[config.mk]
export PLATFORM = sky130hd
export DESIGN_NAME = mem_access
export DESIGN_NICKNAME = d
export VERILOG_FILES = /design/src/rtl/mem_access.sv
export SDC_FILE = /design/constraint.sdc
export NUM_CORES = 1
export LEC_CHECK = 0
export ABC_AREA = 1
export CAP_MARGIN = 0
export CORE_MARGIN = 3
export CORE_UTILIZATION = 40
export DETAILED_ROUTE_END_ITERATION = 7
export PLACE_DENSITY = 0.69
export SLEW_MARGIN = 20
export SYNTH_ARGS = -nofsm -noshare
export SYNTH_HDL_FRONTEND = slang
export SYNTH_SLANG_ARGS = --single-unit
[constraint.sdc]
create_clock -name clk -period 3 [get_ports clk]
set_clock_uncertainty 0.1 [all_clocks]
set_input_delay 0.45 -clock clk [delete_from_list [all_inputs] [get_ports clk]]
set_output_delay 0.45 -clock clk [all_outputs]
set_load 0.05 [all_outputs]
[src/rtl/mem_access.sv]
// mem_access: single-port RAM access sequencer for byte/half/word loads and stores.
//
// Requests are accepted only in IDLE. Stores place the right-justified data into
// its byte lanes and drive an active-low lane mask. Loads read the containing
// word from a RAM with a one-cycle registered read, shift the addressed bytes
// down and sign- or zero-extend them.
//
// Optional feature macro: MEM_ACCESS_SPLIT_EN
//   defined   : misaligned half/word accesses run as two word accesses
//               (word A, then word A+4 modulo 2^ADDR_WIDTH)
//   undefined : misaligned half/word accesses complete immediately with error
//
// Ports
//   clk              : clock, rising edge
//   reset            : asynchronous reset, active low
//   req_valid        : start a request (sampled in IDLE only)
//   req_write        : 1 = store, 0 = load
//   req_size         : 0 byte, 1 half, 2 word, 3 illegal
//   req_unsigned     : 1 = zero-extend load result, 0 = sign-extend
//   req_address      : byte address
//   req_wdata        : store data, right-justified
//   busy             : high in every state except IDLE
//   done             : one-cycle completion pulse
//   error            : valid with done; request rejected, nothing written
//   rdata            : extended load result, held until the next load completes
//   mem_address      : word-aligned RAM address
//   mem_data_out     : RAM write data, bytes in their lanes
//   mem_data_in      : RAM read data, one cycle after the address
//   mem_write_mask   : active-low byte-lane enables
//   mem_write_enable : RAM write strobe
//
// state    | meaning
// IDLE     | waiting for req_valid
// WRITE    | first (or only) word write
// WRITE2   | second word write of a split store
// READ     | address of first (or only) word on the RAM
// CAPTURE  | first word arrives from the RAM
// READ2    | address of second word of a split load
// CAPTURE2 | second word arrives from the RAM
// DONE     | done pulse, error reported
module mem_access #(
  parameter int ADDR_WIDTH = 12
) (
  input  logic                  clk,
  input  logic                  reset,
  input  logic                  req_valid,
  input  logic                  req_write,
  input  logic [1:0]            req_size,
  input  logic                  req_unsigned,
  input  logic [ADDR_WIDTH-1:0] req_address,
  input  logic [31:0]           req_wdata,
  output logic                  busy,
  output logic                  done,
  output logic                  error,
  output logic [31:0]           rdata,
  output logic [ADDR_WIDTH-1:0] mem_address,
  output logic [31:0]           mem_data_out,
  input  logic [31:0]           mem_data_in,
  output logic [3:0]            mem_write_mask,
  output logic                  mem_write_enable
);

`ifdef MEM_ACCESS_SPLIT_EN
  typedef enum logic [2:0] {
    IDLE, WRITE, WRITE2, READ, CAPTURE, READ2, CAPTURE2, DONE
  } state_t;
`else
  typedef enum logic [2:0] {
    IDLE, WRITE, READ, CAPTURE, DONE
  } state_t;
`endif

  state_t state_q, state_d;

  logic                  wr_q;
  logic [1:0]            size_q;
  logic                  uns_q;
  logic                  err_q;
  logic [ADDR_WIDTH-1:0] addr_q;
  logic [31:0]           wdata_q;
  logic [31:0]           rdata_q;

  logic                  misaligned;
  logic                  illegal;
  logic [4:0]            sh;
  logic [3:0]            size_lanes;
  logic [ADDR_WIDTH-1:0] word_base;
  logic [31:0]           ld_word;
  logic [31:0]           ld_ext;

  assign misaligned = ((req_size == 2'd1) && req_address[0]) ||
                      ((req_size == 2'd2) && (req_address[1:0] != 2'b00));

`ifdef MEM_ACCESS_SPLIT_EN
  logic                  split_q;
  logic [31:0]           cap_q;
  logic [3:0]            wr_lanes1;
  logic [31:0]           wr_data1;
  logic [ADDR_WIDTH-1:0] word_next;

  assign illegal   = (req_size == 2'd3);
  // Lanes and data that spill past lane 3 of word A land from lane 0 of A+4.
  assign wr_lanes1 = size_lanes >> (3'd4 - {1'b0, addr_q[1:0]});
  assign wr_data1  = wdata_q >> (6'd32 - {1'b0, sh});
  assign word_next = word_base + ADDR_WIDTH'(4);
`else
  assign illegal   = (req_size == 2'd3) || misaligned;
`endif

  assign sh        = {addr_q[1:0], 3'b000};
  assign word_base = {addr_q[ADDR_WIDTH-1:2], 2'b00};
  assign rdata     = rdata_q;

  always_comb begin
    case (size_q)
      2'd0:    size_lanes = 4'b0001;
      2'd1:    size_lanes = 4'b0011;
      default: size_lanes = 4'b1111;
    endcase
  end

  always_comb begin
    ld_word = mem_data_in >> sh;
`ifdef MEM_ACCESS_SPLIT_EN
    // Split load: the window of {second word, first word} starting at the offset.
    if (state_q == CAPTURE2) begin
      ld_word = (mem_data_in << (6'd32 - {1'b0, sh})) | (cap_q >> sh);
    end
`endif
  end

  always_comb begin
    case (size_q)
      2'd0:    ld_ext = uns_q ? {24'd0, ld_word[7:0]}  : {{24{ld_word[7]}}, ld_word[7:0]};
      2'd1:    ld_ext = uns_q ? {16'd0, ld_word[15:0]} : {{16{ld_word[15]}}, ld_word[15:0]};
      default: ld_ext = ld_word;
    endcase
  end

  always_ff @(posedge clk or negedge reset) begin
    if (!reset) begin
      state_q <= IDLE;
    end else begin
      state_q <= state_d;
    end
  end

  always_comb begin
    state_d          = state_q;
    busy             = (state_q != IDLE);
    done             = 1'b0;
    error            = 1'b0;
    mem_address      = word_base;
    mem_data_out     = '0;
    mem_write_mask   = 4'b1111;
    mem_write_enable = 1'b0;
    case (state_q)
      IDLE: begin
        if (req_valid) begin
          if (illegal)        state_d = DONE;
          else if (req_write) state_d = WRITE;
          else                state_d = READ;
        end
      end
      WRITE: begin
        mem_write_enable = 1'b1;
        mem_write_mask   = ~(size_lanes << addr_q[1:0]);
        mem_data_out     = wdata_q << sh;
`ifdef MEM_ACCESS_SPLIT_EN
        state_d = split_q ? WRITE2 : DONE;
`else
        state_d = DONE;
`endif
      end
      READ:    state_d = CAPTURE;
`ifdef MEM_ACCESS_SPLIT_EN
      CAPTURE: state_d = split_q ? READ2 : DONE;
      WRITE2: begin
        mem_write_enable = 1'b1;
        mem_write_mask   = ~wr_lanes1;
        mem_data_out     = wr_data1;
        mem_address      = word_next;
        state_d          = DONE;
      end
      READ2: begin
        mem_address = word_next;
        state_d     = CAPTURE2;
      end
      CAPTURE2: begin
        mem_address = word_next;
        state_d     = DONE;
      end
`else
      CAPTURE: state_d = DONE;
`endif
      DONE: begin
        done    = 1'b1;
        error   = err_q;
        state_d = IDLE;
      end
      default: state_d = IDLE;
    endcase
  end

  always_ff @(posedge clk or negedge reset) begin
    if (!reset) begin
      wr_q    <= 1'b0;
      size_q  <= 2'd0;
      uns_q   <= 1'b0;
      err_q   <= 1'b0;
      addr_q  <= '0;
      wdata_q <= '0;
      rdata_q <= '0;
`ifdef MEM_ACCESS_SPLIT_EN
      split_q <= 1'b0;
      cap_q   <= '0;
`endif
    end else begin
      if ((state_q == IDLE) && req_valid) begin
        wr_q    <= req_write;
        size_q  <= req_size;
        uns_q   <= req_unsigned;
        err_q   <= illegal;
        addr_q  <= req_address;
        wdata_q <= req_wdata;
`ifdef MEM_ACCESS_SPLIT_EN
        split_q <= misaligned;
`endif
      end
      if (state_q == CAPTURE) begin
`ifdef MEM_ACCESS_SPLIT_EN
        if (split_q) cap_q <= mem_data_in;
        else         rdata_q <= ld_ext;
`else
        rdata_q <= ld_ext;
`endif
      end
`ifdef MEM_ACCESS_SPLIT_EN
      if (state_q == CAPTURE2) rdata_q <= ld_ext;
`endif
    end
  end

endmodule

==> qor.yml <==
cts_buffer_depth: 2
grt_first_pass_wirelength_microns: 24200
yosys.area.top_type_share_pct: 42.5
synth-main-ff-cell: "dfrtp_1"
whs_ns: -0.00385
synthArstFlopShare_pct: 100
yosys_warnings: 0
setup_slack_ns: 0.281
fin_tns_setup_ns: 0
post_cts_buffers: 0
synth.yosys.seq_area_share_pct: 42.5
clock_latency_ns: 0.33
wire_per_inst_microns: 16.3
slew_viol_final: 0
clock-sinks: 83
cts_hold_buf: 0
violations: "negative hold slack"
cts-resized-gates: 0
post-place-cells: 916
insertedDiodeCount: 0
crit_required_ns: 2.45
grt_overflow: 0
endpoint_kind: "output port"
antenna_left: 0
place_area_sq_um: 6650
avgSynthCellArea_sq_um: 7.49
pre_cts_ws_ns: 0.641
gp_congestion: 0.852
yosysTopAreaCell: "dfrtp_1"
rsz0062_at_grt: "false"
crit_fanout: 35
antenna_found_initial: 0
cts_root_buffer: "clkbuf_16"
dr.pass1.iters: 5
period_share_pct: 90.6
cts_tree: "done"
power_density_nw_per_um2: 1220
period_needed_ns: 2.72
drc_errors: 0
dp_hpwl_microns: 11100
cp-start-kind: "flop"
io_pins: 167
start_util_pct: 41.9
tightest_slew_ns: 0.652
area_delta_synth_final_pct: 42.7
max_slew_margin_pct: 56.5
grt_usage_pct: 22.9
final_area_sq_um: 6970
die_y_microns: 116
drive_gt1_share_pct: 13.7
via_per_inst: 5.08
synth_edf_count: 0
synth_common_cells: "nand2_1, dfrtp_1, nand3_1"
worstSetupPathType: "flop to output port"
fin_cells: 931
core_area_sq_um: 11700
die_area_sq_um: 13600
finalPower_mw: 8.52
power.leakage_nw: 3.50
cap_violations: 0
synth_cell_types: 31
worstPathArrival_ns: 2.17
rows: 39
grt_pass1_vias: 4717
htreeDepth: 3
clkTransAtPathRegs_ns: 0.06
cts_buffers: 9
netlist_area_sq_um: 4880
portBuffers: 164
synth_cells: 652
finalSetupViolations: 0
num-fill-cells: 1085
netlist_top_cells_area: "dfrtp_1, nand2_1, nand3_1, inv_1, nand3_2"
status: "complete, but fails checks"
grt_max_degree: 65
ff2ff_path_depth: 7
synth_seq_cells: 83
peakVddDrop_mv: 1.29
via_count: 4728
fmax_ghz: 0.368
yosysMostFrequentCell: "nand2_1"
timing_hold_violations_final: 3
die_w_microns: 116
num-nets-final: 867
hold_class: "primary input to async pin"
totalWireLength_microns: 15200
drt_iter0_drc: 342
[layout make-up]
cell class	count	area [sq um]	area share [%]
Sequential cell	83	2080	29.8
Clock inverter	2	60.1	0.862
Tap cell	143	179	2.57
Inverter	58	218	3.13
Timing Repair Buffer	174	1920	27.6
Clock buffer	13	260	3.74
Multi-Input combinational cell	458	2250	32.3
[state kept, by name, indices dropped and copies added (netlist names)]
register,flops
rdata,32
wdata_q,32
addr_q,12
state_q,3
size_q,2
err_q,1
uns_q,1
[report_power, final]
part | switching (mW) | internal (mW) | leakage (nW) | total, mW
registers | 0.409 | 1.68 | 0.993 | 2.09
logic | 3.46 | 1.76 | 2.35 | 5.23
clock network | 0.436 | 0.771 | 0.156 | 1.21
total | 4.31 | 4.21 | 3.50 | 8.52
[path summary, 6_finish.rpt]
| check | startpoint | end | slack, ns |
|---|---|---|---|
| worst min register to register | addr_q[6]$_DFFE_PN0P_ | addr_q[6]$_DFFE_PN0P_ | 0.37 |
| worst max-delay path | addr_q[0]$_DFFE_PN0P_ | mem_data_out[23] | 0.28 |
| min in group clk | addr_q[6]$_DFFE_PN0P_ | addr_q[6]$_DFFE_PN0P_ | 0.37 |
| worst max register to register | addr_q[1]$_DFFE_PN0P_ | rdata[18]$_DFFE_PN0P_ | 0.77 |
| max in group asynchronous | reset | wdata_q[4]$_DFFE_PN0P_ | 2.06 |
| worst min-delay path | reset | rdata[1]$_DFFE_PN0P_ | -0.004 |
[per-layer routing]
layer | vias to the layer above | share of wire (%) | global-route usage [%]
li1 | 2326 | - | -
met1 | 2192 | 43 | 29.8
met2 | 196 | 46 | 36.0
met3 | 14 | 10 | 7.31
met4 | 0 | 1.4 | 7.97
met5 | - | 0 | 0
[worst max-delay path, stage by stage (launching register included)]
cell     delay [ns]
dfrtp_2        0.70
buf_4          0.44
o21ai_0        0.14
o22ai_1        0.35
buf_12         0.19
[per-stage QoR]
step	hold slack (ns)	util, %
floorplan	0.0544	-
global placement	0.352	57.0
detailed placement	0.362	57.0
CTS	0.0211	59.7
global route	0.0317	59.7
finish	-0.00385	59.7
[kinds of logic (layout without fill, tap and decap cells)]
group                  count (synthesis)  in the layout  share of synthesized area (%)
flip-flops                            83             83                           42.5
multiplexers                           6              6                           1.23
AND/OR/NAND/NOR                      371            371                           34.3
other                                  1              2                         0.0768
buffers and inverters                112            247                           11.5
AO/OA/AOI/OAI                         79             79                           10.3
[cell usage in the layout, fill, tap and decap left out, types with 8 or more instances in the layout]
cell             instances
o22ai_1                  8
nand3_2                 16
o211a_1                  8
clkbuf_16                9
or2_2                   14
nand2_1                221
nor2_1                  40
buf_4                   23
inv_1                   51
o21ai_0                  8
a21oi_1                 30
dfrtp_1                 82
clkdlybuf4s50_1        127
nand3_1                 65
buf_12                  24
o211ai_1                15
o21a_1                   8
(Power assumes the default switching activity.)
